<file path="src/rtl/mux_lut_array.sv">
`default_nettype none
// ============================================================================
// Module      : mux_lut_array
// Description : Array of NUM_CELLS programmable LUT_K-input logic cells. Each
//               cell is a 2:1 mux tree over a truth table plus an optional
//               output register. Tables and register-mode bits are loaded
//               serially into a shadow store, then committed atomically.
// Revision    : 1.0 - initial release
// ============================================================================
module mux_lut_array #(
    parameter int LUT_K     = 2,
    parameter int NUM_CELLS = 4
) (
    input  logic                         clk,
    input  logic                         rst_n,
    input  logic                         cfg_start,
    input  logic                         cfg_valid,
    input  logic                         cfg_bit,
    output logic                         cfg_ready,
    output logic                         cfg_done,
    output logic                         active,
    input  logic [NUM_CELLS*LUT_K-1:0]   lut_in,
    output logic [NUM_CELLS-1:0]         lut_out
);

    // Table size per cell, stream bits per cell (table + mode bit), totals.
    localparam int C_T        = 1 << LUT_K;
    localparam int C_CELL_W   = C_T + 1;
    localparam int C_CFG_BITS = NUM_CELLS * C_CELL_W;
    localparam int C_CNT_W    = $clog2(C_CFG_BITS);

    typedef enum logic [1:0] {
        ST_UNCONFIG = 2'd0,
        ST_LOAD     = 2'd1,
        ST_COMMIT   = 2'd2,
        ST_RUN      = 2'd3
    } state_t;

    state_t                  r_state;
    state_t                  w_state_nxt;
    logic [C_CNT_W-1:0]      r_cnt;
    logic [C_CFG_BITS-1:0]   r_shadow;
    logic [C_CFG_BITS-1:0]   r_live;
    logic                    r_active;
    logic [NUM_CELLS-1:0]    r_out;
    logic [NUM_CELLS-1:0]    w_comb;
    logic                    w_accept;
    logic                    w_restart;
    logic                    w_commit;
    logic                    w_last;

    // The final stream position ends the load.
    assign w_last = (r_cnt == C_CNT_W'(C_CFG_BITS - 1));

    // Configuration FSM state register.
    always_ff @(posedge clk or negedge rst_n) begin
        if (!rst_n) begin
            r_state <= ST_UNCONFIG;
        end else begin
            r_state <= w_state_nxt;
        end
    end

    // Next-state decode and configuration handshake outputs. A start pulse in
    // LOAD wins over a bit presented in the same cycle, which is dropped.
    always_comb begin
        w_state_nxt = r_state;
        cfg_ready   = 1'b0;
        cfg_done    = 1'b0;
        w_accept    = 1'b0;
        w_restart   = 1'b0;
        w_commit    = 1'b0;
        case (r_state)
            ST_UNCONFIG: begin
                if (cfg_start) begin
                    w_restart   = 1'b1;
                    w_state_nxt = ST_LOAD;
                end
            end
            ST_LOAD: begin
                cfg_ready = 1'b1;
                if (cfg_start) begin
                    w_restart = 1'b1;
                end else if (cfg_valid) begin
                    w_accept = 1'b1;
                    if (w_last) begin
                        w_state_nxt = ST_COMMIT;
                    end
                end
            end
            ST_COMMIT: begin
                cfg_done    = 1'b1;
                w_commit    = 1'b1;
                w_state_nxt = ST_RUN;
            end
            ST_RUN: begin
                if (cfg_start) begin
                    w_restart   = 1'b1;
                    w_state_nxt = ST_LOAD;
                end
            end
            default: begin
                w_state_nxt = ST_UNCONFIG;
            end
        endcase
    end

    // Stream position counter: cleared on (re)start, advances per accepted bit.
    always_ff @(posedge clk or negedge rst_n) begin
        if (!rst_n) begin
            r_cnt <= '0;
        end else if (w_restart) begin
            r_cnt <= '0;
        end else if (w_accept) begin
            r_cnt <= r_cnt + C_CNT_W'(1);
        end
    end

    // Shadow store captures accepted stream bits; it is never cleared on restart.
    always_ff @(posedge clk or negedge rst_n) begin
        if (!rst_n) begin
            r_shadow <= '0;
        end else if (w_accept) begin
            r_shadow[r_cnt] <= cfg_bit;
        end
    end

    // Live store and active flag update together on the commit cycle.
    always_ff @(posedge clk or negedge rst_n) begin
        if (!rst_n) begin
            r_live   <= '0;
            r_active <= 1'b0;
        end else if (w_commit) begin
            r_live   <= r_shadow;
            r_active <= 1'b1;
        end
    end

    assign active = r_active;

    // Output registers sample every cell's combinational value; the mode bit
    // chooses which one drives the pin.
    always_ff @(posedge clk or negedge rst_n) begin
        if (!rst_n) begin
            r_out <= '0;
        end else begin
            r_out <= w_comb;
        end
    end

    for (genvar c = 0; c < NUM_CELLS; c++) begin : g_cell
        logic [C_T-1:0]   w_tree;
        logic [LUT_K-1:0] w_sel;
        logic             w_reg_en;

        assign w_sel    = lut_in[c*LUT_K +: LUT_K];
        assign w_reg_en = r_live[c*C_CELL_W + C_T];

        // Mux tree folded in place: level l halves the table using select bit l,
        // so input bit 0 steers the leaf level.
        always_comb begin
            w_tree = r_live[c*C_CELL_W +: C_T];
            for (int l = 0; l < LUT_K; l++) begin
                for (int j = 0; j < C_T / 2; j++) begin
                    if (j < (C_T >> (l + 1))) begin
                        w_tree[j] = w_sel[l] ? w_tree[2*j+1] : w_tree[2*j];
                    end
                end
            end
        end

        assign w_comb[c]  = w_tree[0];
        assign lut_out[c] = w_reg_en ? r_out[c] : w_comb[c];
    end

endmodule
`default_nettype wire
</file>
<file path="config.mk">
export PLATFORM = sky130hd
export DESIGN_NAME = mux_lut_array
export DESIGN_NICKNAME = d
export VERILOG_FILES = /design/src/rtl/mux_lut_array.sv
export SDC_FILE = /design/constraint.sdc
export NUM_CORES = 1
export LEC_CHECK = 0
export ABC_AREA = 0
export CORE_UTILIZATION = 51
export DETAILED_ROUTE_END_ITERATION = 10
export PLACE_DENSITY_LB_ADDON = 0.1
export SETUP_SLACK_MARGIN = 0.1
export SYNTH_ARGS = -nofsm -noshare
export SYNTH_HDL_FRONTEND = slang
export SYNTH_SLANG_ARGS = --single-unit
</file>
<file path="constraint.sdc">
create_clock -name clk -period 1.83 [get_ports clk]
set_clock_uncertainty 0.15 [all_clocks]
set_input_delay 0.183 -clock clk [delete_from_list [all_inputs] [get_ports clk]]
set_output_delay 0.183 -clock clk [all_outputs]
set_load 0.02 [all_outputs]
</file>
* Word-level counts from Yosys, hierarchy flattened *
Index checks and enable logic that the tools add are counted.
Widths: inputs -> output; s select.

storage, ports and cells
  flip-flop bits (word level) = 52
  latch bits = 0
  RAM bits = 0
  memory bits (read-only) = 0
  output and inout bits = 7
  word-level logic and storage cells = 56
  memories = 0

operators by class
  add/sub/neg operators = 1
  multipliers = 0
  div/mod/pow operators = 0
  magnitude comparators = 2
  equality and inequality tests = 8
  shift operators = 0
  mux-type cells = 33
  bitwise operators = 0
  reductions and logical operators = 6

operator list
  cell                 number
  $mux 1               24
  $bwmux 20            1
  $mux 5               2
  $mux 2               4
  $lt 5x6->1 const B   1
  $ne 2x2->1 const B   3
  $pmux 2 s3           1
  $add 5x1->5 const B  1
  $demux 1 s5          1
  $eq 5x5->1 const B   1
  $ge 5x1->1 const B   1
  $eq 2x2->1 const B   2
  $reduce_and 4->1     1
  $reduce_or 3->1      1
  $eq 2x1->1 const B   1
  $logic_not 2->1      1
  $ne 2x1->1 const B   1
  $reduce_bool 2->1    1
  $reduce_or 2->1      1
  $logic_and 1x1->1    1

* Depth between registers and ports, before layout *
Gate-level depths: netlist (run 1).

  depth in word-level cells = 5
  gate-level depth with buffers = 8
  depth with buffers taken out = 6

* Least setup slack after synthesis (run 1) *
No wires, ideal clock.

  kind = reg2reg
  from = register r_state[1]
  to = register r_shadow[15]
  setup time = 0.125 ns
  arrival = 1.703 ns
  data required time = 1.555 ns
  slack = -0.147 ns
  cell stages (with the launch flop) = 8
  cells stage by stage = dfrtp_1 > inv_1 > ha_1 > and3b_1 > buf_4 > nand4_1 > nor2_1 > mux2_2

between the ends
  cells in the longest elaborated chain, start to end = 2

RTL lines
  element                        line  source
  start, declared                39    state_t r_state;
  start signal, assigned         60    r_state <= w_state_nxt;
  $eq 2x1->1                     73    case (r_state)
  $mux 1                         73
  end signal, assigned by index  124   r_shadow[r_cnt] <= cfg_bit;
  end, declared                  42    logic [C_CFG_BITS-1:0] r_shadow;

Every way passes these cells.
A chain may end at the register's enable or synchronous reset.

* Worst setup path after layout (run 1) *
  from = input port lut_in[4]
  to = output port lut_out[2]

between the ends
  cells in the longest elaborated chain, start to end = 3

RTL lines
  element                  line  source
  start, declared          22    input logic [NUM_CELLS*LUT_K-1:0] lut_in,
  $mux 1                   166   w_tree[j] = w_sel[l] ? w_tree[2*j+1] : w_tree[2*j];
  $mux 1 (*)               166
  net g_cell[2].w_tree[0]  152   logic [C_T-1:0] w_tree;
  $mux 1 (*)               173   assign lut_out[c] = w_reg_en ? r_out[c] : w_comb[c];
  end, declared            23    output logic [NUM_CELLS-1:0] lut_out

Mark *: on every way through the listed nets, which the timed path passes. The rest lies on a longest branch.

==> out/metrics.yaml, run 1 <==
status: "complete, but fails checks"
violations: "setup timing"
rows: 24
grt_pass1_wl_mm: 7.493
design_area_mm2: 0.003098
synthAdderAreaFrac_pct: 3.729
whs_path_depth: 2
synth_area_leaders: "dfrtp_1 55%, mux2_2 21%, mux4_2 3.8%, ha_1 3.7%, nor2_1 2.9%"
vias: 1479
synth_top_family_by_area: "multiplexers"
drv_cap: 0
crit_type: "input pin to output pin"
numCtsBuffers: 5
path_cells: "clkdlybuf4s50_1, mux4_2, mux2_4, buf_6"
place_congestion: 0.7198
slowest_stage: "mux4_2"
antenna_found_initial: 0
portBuffers: 19
yosysWarningCount: 0
synth_area_mm2: 0.002349
critPathRequiredTime_ps: 1500
cts.htree.levels: 2
seq_area_frac_synth_pct: 55.41
wl_per_cell_um: 17.56
clk_path_buf_depth: 2
syn_nets: 195
slew_headroom_pct: 68.77
crit_path_start_kind: "input pin"
rsz0062_at_grt: "yes"
pre_cts_slack_ps: -502.2
clk_pin_slew_ps: 80
worstMarginPinSlew_ps: 467.5
syn_area_per_cell_um2: 13.42
grt_pass1_vias: 1604
hold_end: "r_out[0]"
cp_data_arrival_time_ps: 1600
die_h_um: 69.86
r2r_slack_ps: 60
path_max_fanout: 2
finalCriticalPeriod_ps: 1935
crit_path_start: "lut_in[4]"
regArea_mm2: 0.001304
fin_total_pwr_w: 0.002002
min_period_over_period_pct: 105.7
core_area_mm2: 0.004384
report.final.slew_viol_count: 0
fill_cells: 305
post-synth-top-area-cell: "dfrtp_1"
synthMuxAreaShare_pct: 25.36
synth-simple-area-share_pct: 9.057
min_from: "lut_in[0]"
setup_viol: 4
ys_ff_latch: 52
nets: 237
tritoncts: "yes"
syn-instance-count: 175
multi_input_area_mm2: 0.001210
vdd_drop_max_uv: 510.0
diodes: 0
yosysUniqueCellTypes: 29
drtIter0Drc: 42
placed_area_mm2: 0.002688
p_leak_nw: 1.445
max_freq_mhz: 516.9
final-hold-violation-count: 0
fin_cells: 269
synth_compound_area_share_pct: 1.598
insertion_delay_ps: 290
layout_setup_ws_ps: -104.6
cpPeakStageDelay_ps: 520
ioPinCount: 20
grt_max_degree: 53
vias_per_cell: 5.498
holdWs_ps: 218.1
cp-end-kind: "output pin"
rr_startpoint: "r_state[1]"
hpwlAfterDp_mm: 2.877
grt-ovfl-total: 0
yosys.area.top_type_share_pct: 55.41
worstHoldPathType: "input pin to register"
drive_gt1_share_pct: 53.00
postRouteAntennaNets: 0
area_growth_syn_to_layout_pct: 31.91
cts-root-buf: "clkbuf_8"
start_util_pct: 53.57
cts.sinks: 52
powerDensity_mw_per_mm2: 646.1
dr.pass1.iters: 4
reg2reg_depth: 7
synthXorXnorAreaFrac_pct: 1.492
track_usage_pct: 19.83
die_w_um: 69.86
wirelength_mm: 4.724
r2r_end: "r_shadow[16]"
dieArea_mm2: 0.004880
drc: 0
dp.cells: 254
timing repair:
| action | CTS | global route |
|---|---|---|
| gates resized for setup | 38 | 55 |
| pin swaps | 4 | 13 |
| endpoints found under the hold margin | 52 | 0 |
| hold buffers | 1 | 0 |
| endpoints found under the setup margin | 51 | 47 |
| setup buffers | 1 | 4 |
| cloned | 1 | 1 |
synthesized netlist by cell type:
library cell,instances
nor3b_1,1
xnor2_1,1
o211ai_2,1
nor3_1,1
mux2i_1,1
dfrtp_1,52
a31oi_1,1
nor2b_1,1
clkbuf_1,2
nand3_1,8
mux2_1,1
mux2_2,43
or2_2,1
ha_1,7
nand3b_1,2
buf_4,1
or3b_1,1
nor2_1,18
mux4_2,4
nand2_2,1
o21ai_2,1
buf_6,3
inv_1,6
a21oi_1,2
buf_1,2
xor2_1,3
nand2_1,6
and3b_1,1
nand4_1,3
cell type report:
| cell class | count | area share, % |
|---|---|---|
| tap | 52 | 2.100 |
| inverter | 6 | 0.7270 |
| clock buffer | 5 | 2.221 |
| multi-input combinational | 110 | 39.05 |
| clock inverter | 2 | 0.4039 |
| sequential | 52 | 42.08 |
| timing repair buffer | 42 | 13.41 |
where the power goes:
| group | total (W) | internal (W) | switching [W] |
|---|---|---|---|
| registers | 0.00119 | 0.00118 | 0.0000188 |
| logic | 0.000198 | 0.0000950 | 0.000103 |
| clock network | 0.000610 | 0.000259 | 0.000350 |
| total | 0.00200 | 0.00153 | 0.000472 |
metrics by stage:
step / utilization, % / setup TNS, ps
global placement: 61.30 / -2968
detailed placement: 61.30 / -3718
floorplan: - / 0
global route: 70.66 / -588.3
CTS: 64.18 / -427.5
finish: 70.66 / -352.7
state kept, by name, summed over array words and instances (netlist names):
signal and count:
active 1, r_state 2, r_shadow 20, r_cnt 5, r_live 20, r_out 4
routing by layer:
metal	up-vias	global-route usage (%)	part of all wire, %
met5	-	0	0
met4	0	6.000	1.4
met3	8	4.329	2.8
met2	25	33.44	52
met1	759	25.74	44
li1	687	-	-
placed cells by master, fill, tap and decap left out, types with 3 or more instances in the layout:
master           count
nor2_4              10
nand3_1              8
inv_1                5
nor2_1               7
buf_4               18
nand4_1              3
mux4_2               4
mux2_4              13
nand2_8              3
dfrtp_1             50
clkdlybuf4s50_1     11
buf_6                5
clkbuf_8             5
ha_1                 4
buf_12               3
mux2_2              31
critical path, delay by kind of cell:
family	cells	cell delay (ps)
buf+inv	2	610
mux	2	810
how the worst max path moves through the flow:
stage / slack, ps / endpoint / cells past startpoint
2_1_floorplan: 50 / r_shadow[15] / 7
3_3_place_gp: -480 / lut_out[2] / 4
3_5_place_dp: -500 / lut_out[2] / 4
4_1_cts: -130 / lut_out[2] / 4
5_1_grt: -170 / lut_out[2] / 3
6_report: -100 / lut_out[2] / 4
logic make-up (layout without fill, tap and decap cells):
| family | count (synthesis) | count (layout) |
|---|---|---|
| buffers and inverters | 14 | 55 |
| DFF | 52 | 52 |
| AOI/OAI and AO/OA | 5 | 5 |
| xor gates and xnor gates | 4 | 4 |
| adders and majority gates | 7 | 7 |
| and+or+nand+nor | 44 | 45 |
| muxes | 49 | 49 |
Note: power is estimated with default switching activity, not from simulation.
==> inputs of run 2 (changes only) <==
HOLD_SLACK_MARGIN = 0.06   (was default)
SKIP_LAST_GASP = 1   (was default)
SLEW_MARGIN = 20   (was default)
==> run 2 against run 1 <==
Effect of this change:
- the run still ends with setup timing left
- count of clock-buffer cells in the layout unchanged
- first-iteration DRC count up 48%
- critical path depth unchanged
- setup slack about the same
- global-route usage about the same
- flip-flop and latch count unchanged
- routed wire length about the same
- die area unchanged
- sequential power about the same
- critical path type unchanged
==> out/metrics.yaml, run 2 (same netlist as run 1, synthesis figures left out) <==
status: "complete, but fails checks"
violations: "setup timing"
vias: 1499
cts-root-buf: "clkbuf_8"
p_leak_nw: 1.478
drive_gt1_share_pct: 54.34
start_util_pct: 53.57
crit_type: "input pin to output pin"
worstMarginPinSlew_ps: 488.1
path_max_fanout: 2
min_period_over_period_pct: 105.7
grt_pass1_wl_mm: 7.507
max_freq_mhz: 516.9
die_w_um: 69.86
design_area_mm2: 0.003132
vdd_drop_max_uv: 564.8
dr.pass1.iters: 4
rows: 24
critPathRequiredTime_ps: 1500
clk_path_buf_depth: 2
cts.sinks: 52
cts.htree.levels: 2
die_h_um: 69.86
cp-end-kind: "output pin"
drtIter0Drc: 62
nets: 239
vias_per_cell: 5.531
regArea_mm2: 0.001304
core_area_mm2: 0.004384
fill_cells: 301
worstHoldPathType: "input pin to register"
placed_area_mm2: 0.002688
antenna_found_initial: 0
report.final.slew_viol_count: 0
tritoncts: "yes"
postRouteAntennaNets: 0
drv_cap: 0
place_congestion: 0.7198
wirelength_mm: 4.725
track_usage_pct: 19.86
setup_viol: 5
cp_data_arrival_time_ps: 1600
utilization_pct: 71.43
multi_input_area_mm2: 0.001222
reg_top3: "r_live x20, r_shadow x20, r_cnt x5"
hpwlAfterDp_mm: 2.877
wl_per_cell_um: 17.44
grt-ovfl-total: 0
portBuffers: 19
most-common-layout-cells: "50 x dfrtp_1, 28 x mux2_2, 18 x buf_4, 16 x mux2_4, 11 x clkdlybuf4s50_1"
clk_pin_slew_ps: 80
diodes: 0
insertion_delay_ps: 300
crit_path_start_kind: "input pin"
area_growth_syn_to_layout_pct: 33.35
dieArea_mm2: 0.004880
powerDensity_mw_per_mm2: 646.2
layout_setup_ws_ps: -104.4
grt_pass1_vias: 1609
finalCriticalPeriod_ps: 1934
mostFrequentLayoutCell: "dfrtp_1"
rsz0062_at_grt: "yes"
drc: 0
slew_headroom_pct: 67.39
final-hold-violation-count: 0
numCtsBuffers: 5
grt_max_degree: 53
ioPinCount: 20
run 2: changes by cell type in the layout (fill, tap and decap cells not counted), sizes merged:
| cell | change |
|---|---|
| clkdlybuf4s15 | +1 |
| buf | +2 |
| clkbuf | -1 |
run 2: power breakdown:
group	switching [W]	leakage, nW	internal [W]	total [W]
clock network	0.000352	0.0400	0.000259	0.000611
registers	0.0000193	0.712	0.00118	0.00119
logic	0.000106	0.726	0.000112	0.000218
run 2: worst max-delay path: stages:
cell	delay [ps]
clkdlybuf4s50_1	480
mux4_2	520
mux2_4	290
buf_6	130
run 2: path summary, 6_finish.rpt:
| path | start | end | slack, ps | cells past startpoint |
|---|---|---|---|---|
| max | lut_in[4] | lut_out[2] | -100 | 4 |
| min | lut_in[0] | r_out[0] | 220 | 2 |
| max reg2reg | r_state[0] | r_shadow[10] | 0 | 6 |
| min reg2reg | active | active | 320 | 1 |
| max in group asynchronous | rst_n | r_cnt[2] | 1030 | 3 |
| min in group asynchronous | rst_n | r_live[6] | 250 | 3 |
run 2: per-stage QoR:
stage | TNS (ps) | std cells | hold WS [ps] | power (W) | setup slack (ps)
floorplan | 0 | 175 | -262.6 | 0.001285 | 48.86
global placement | -2968 | 254 | 40.17 | 0.001361 | -476.8
detailed placement | -3718 | 254 | 44.68 | 0.001374 | -502.2
CTS | -427.5 | 264 | 216.0 | 0.001994 | -130.6
global route | -589.2 | 271 | 213.8 | 0.002121 | -156.6
finish | -361.3 | 271 | 215.9 | 0.002024 | -104.4
run 2: timing repair:
item | CTS | global route
pin swaps | 3 | 14
hold buffers | 1 | 0
resized for setup | 37 | 59
cloned | 1 | 1
hold endpoints to repair | 52 | 0
buffers inserted | 1 | 6
setup endpoints to repair | 51 | 48
run 2: per-layer routing:
metal	up-vias	track usage [%]	part of all wire, %
li1	694	-	-
met1	781	25.83	44
met2	19	33.44	52
met3	5	4.329	2.1
met4	0	6.000	1.2
met5	-	0	0
run 2: layout make-up:
type | instances | area share (%)
flip-flops and latches | 52 | 41.63
repair buffers | 44 | 13.94
inverters | 6 | 0.7191
clock buffers | 5 | 2.197
well taps | 52 | 2.078
clock inverters | 2 | 0.3995
multi-input cells | 110 | 39.03
==> inputs of run 3 (changes only) <==
CORE_ASPECT_RATIO = 1.4   (was default)
==> run 3 against run 2 <==
Effect of this change:
- the flow still finishes with violations (setup timing)
- sequential power is essentially flat
- non-clock buffer count grew 4
- power grew 3.1%
- first-iteration DRC count grew 6.5%
- highest routed layer unchanged
==> out/metrics.yaml, run 3 (same netlist as run 1, synthesis figures left out) <==
status: "complete, but fails checks"
violations: "setup timing"
mostFrequentLayoutCell: "dfrtp_1"
postRouteAntennaNets: 0
cts-root-buf: "clkbuf_8"
tns_ps: -1051
design_area_mm2: 0.003192
layout_setup_ws_ps: -96.85
crit_end: "lut_out[0]"
vias_per_cell: 5.495
power_switching_w: 0.0004955
dp.cells: 261
dieArea_mm2: 0.004884
vdd_drop_max_uv: 538.1
ioPinCount: 20
min_period_over_period_pct: 105.3
r2r_slack_ps: -90
setup_viol: 20
antenna_found_initial: 0
cts.sinks: 52
insertion_delay_ps: 310
critPathRequiredTime_ps: 1500
clkPwrFrac_pct: 32.0
finalCriticalPeriod_ps: 1927
slew_headroom_pct: 69.58
rows: 28
numCtsBuffers: 5
wirelength_mm: 4.838
vias: 1555
final-hold-violation-count: 0
pre_cts_slack_ps: -495.1
core_area_mm2: 0.004309
reg_top3: "r_live x20, r_shadow x20, r_cnt x5"
crit_type: "register to output pin"
grt-ovfl-total: 0
cp-end-kind: "output pin"
clk_pin_slew_ps: 90
cp_data_arrival_time_ps: 1590
start_util_pct: 54.50
grt_max_degree: 53
power.share.combinational_pct: 10.8
p_seq_share_pct: 57.2
fill_cells: 293
crit_path_start_kind: "register"
rr_startpoint: "r_state[1]"
rsz0062_at_grt: "yes"
utilization_pct: 74.07
area_growth_syn_to_layout_pct: 35.91
r2r_end: "r_shadow[15]"
hpwlAfterDp_mm: 2.891
drive_gt1_share_pct: 56.95
grt_pass1_vias: 1587
portBuffers: 19
nets: 242
worstMarginPinSlew_ps: 453.8
drv_cap: 0
path_max_fanout: 2
most-common-layout-cells: "50 x dfrtp_1, 32 x mux2_2, 17 x buf_4, 12 x mux2_4, 12 x clkdlybuf4s50_1"
diodes: 0
swShare_pct: 23.74
tritoncts: "yes"
dr.pass1.iters: 4
die_w_um: 59.35
crit_path_start: "r_live[3]"
die_h_um: 82.29
report.final.slew_viol_count: 0
track_usage_pct: 20.70
fin_cells: 283
reg2reg_depth: 6
drc: 0
p_int_w: 0.001592
clk_path_buf_depth: 2
grt_pass1_wl_mm: 7.445
max_freq_mhz: 519.0
p_leak_nw: 1.511
wl_per_cell_um: 17.10
cts.htree.levels: 2
powerDensity_mw_per_mm2: 653.9
place_congestion: 0.7563
worstHoldPathType: "input pin to async pin"
drtIter0Drc: 66
placed_area_mm2: 0.002690
-- run 3: metrics by stage --
step | hold slack, ps | total power [W]
floorplan | -262.6 | 0.001285
global placement | 37.92 | 0.001358
detailed placement | 47.92 | 0.001368
CTS | 252.2 | 0.002055
global route | 263.1 | 0.002173
finish | 243.2 | 0.002087
-- run 3: layout make-up --
| type | instances | area, um2 | area share [%] |
|---|---|---|---|
| sequential | 52 | 1304 | 40.85 |
| multi-input combinational | 109 | 1226 | 38.42 |
| timing repair buffer | 48 | 471.7 | 14.78 |
| clock buffer | 6 | 82.58 | 2.587 |
| tap | 60 | 75.07 | 2.352 |
| inverter | 6 | 22.52 | 0.7056 |
| clock inverter | 2 | 10.01 | 0.3136 |
-- run 3: per-layer routing --
metal	part of all wire [%]	vias up	global-route usage, %	wire length [um]
li1	-	698	-	-
met1	41	809	25.59	1971
met2	53	32	35.28	2583
met3	2.8	16	2.960	137
met4	3.0	0	9.762	146
met5	0	-	0	0
-- run 3: critical path, cell delays in order, from the launching register on --
cell and delay (ps):
dfrtp_1 390, mux4_2 490, mux2_2 280, buf_6 130
-- run 3: worst min path at each step --
stage / from / to / slack (ps) / depth (start not counted)
3_3_place_gp: rst_n / active / 40 / 2
2_1_floorplan: rst_n / active / -260 / 0
3_5_place_dp: rst_n / active / 50 / 2
4_1_cts: rst_n / r_shadow[9] / 250 / 3
6_report: rst_n / r_out[1] / 240 / 3
5_1_grt: rst_n / r_live[10] / 260 / 3
-- run 3: repair_timing --
action / in CTS / in global routing
buffers inserted: 9 / 6
gates resized for setup: 51 / 49
endpoints found under the hold margin: 52 / 0
gates cloned: 0 / 0
hold buffers: 1 / 0
pin swaps: 14 / 11
setup endpoints to repair: 28 / 32
-- run 3: power groups by stage --
stage | clock, W | combinational, W | sequential [W]
after floorplan | 0 | 0.0000759 | 0.00121
after global placement | 0 | 0.000146 | 0.00121
after detailed placement | 0 | 0.000153 | 0.00121
after CTS | 0.000675 | 0.000188 | 0.00119
after global routing | 0.000733 | 0.000243 | 0.00120
final | 0.000668 | 0.000226 | 0.00119
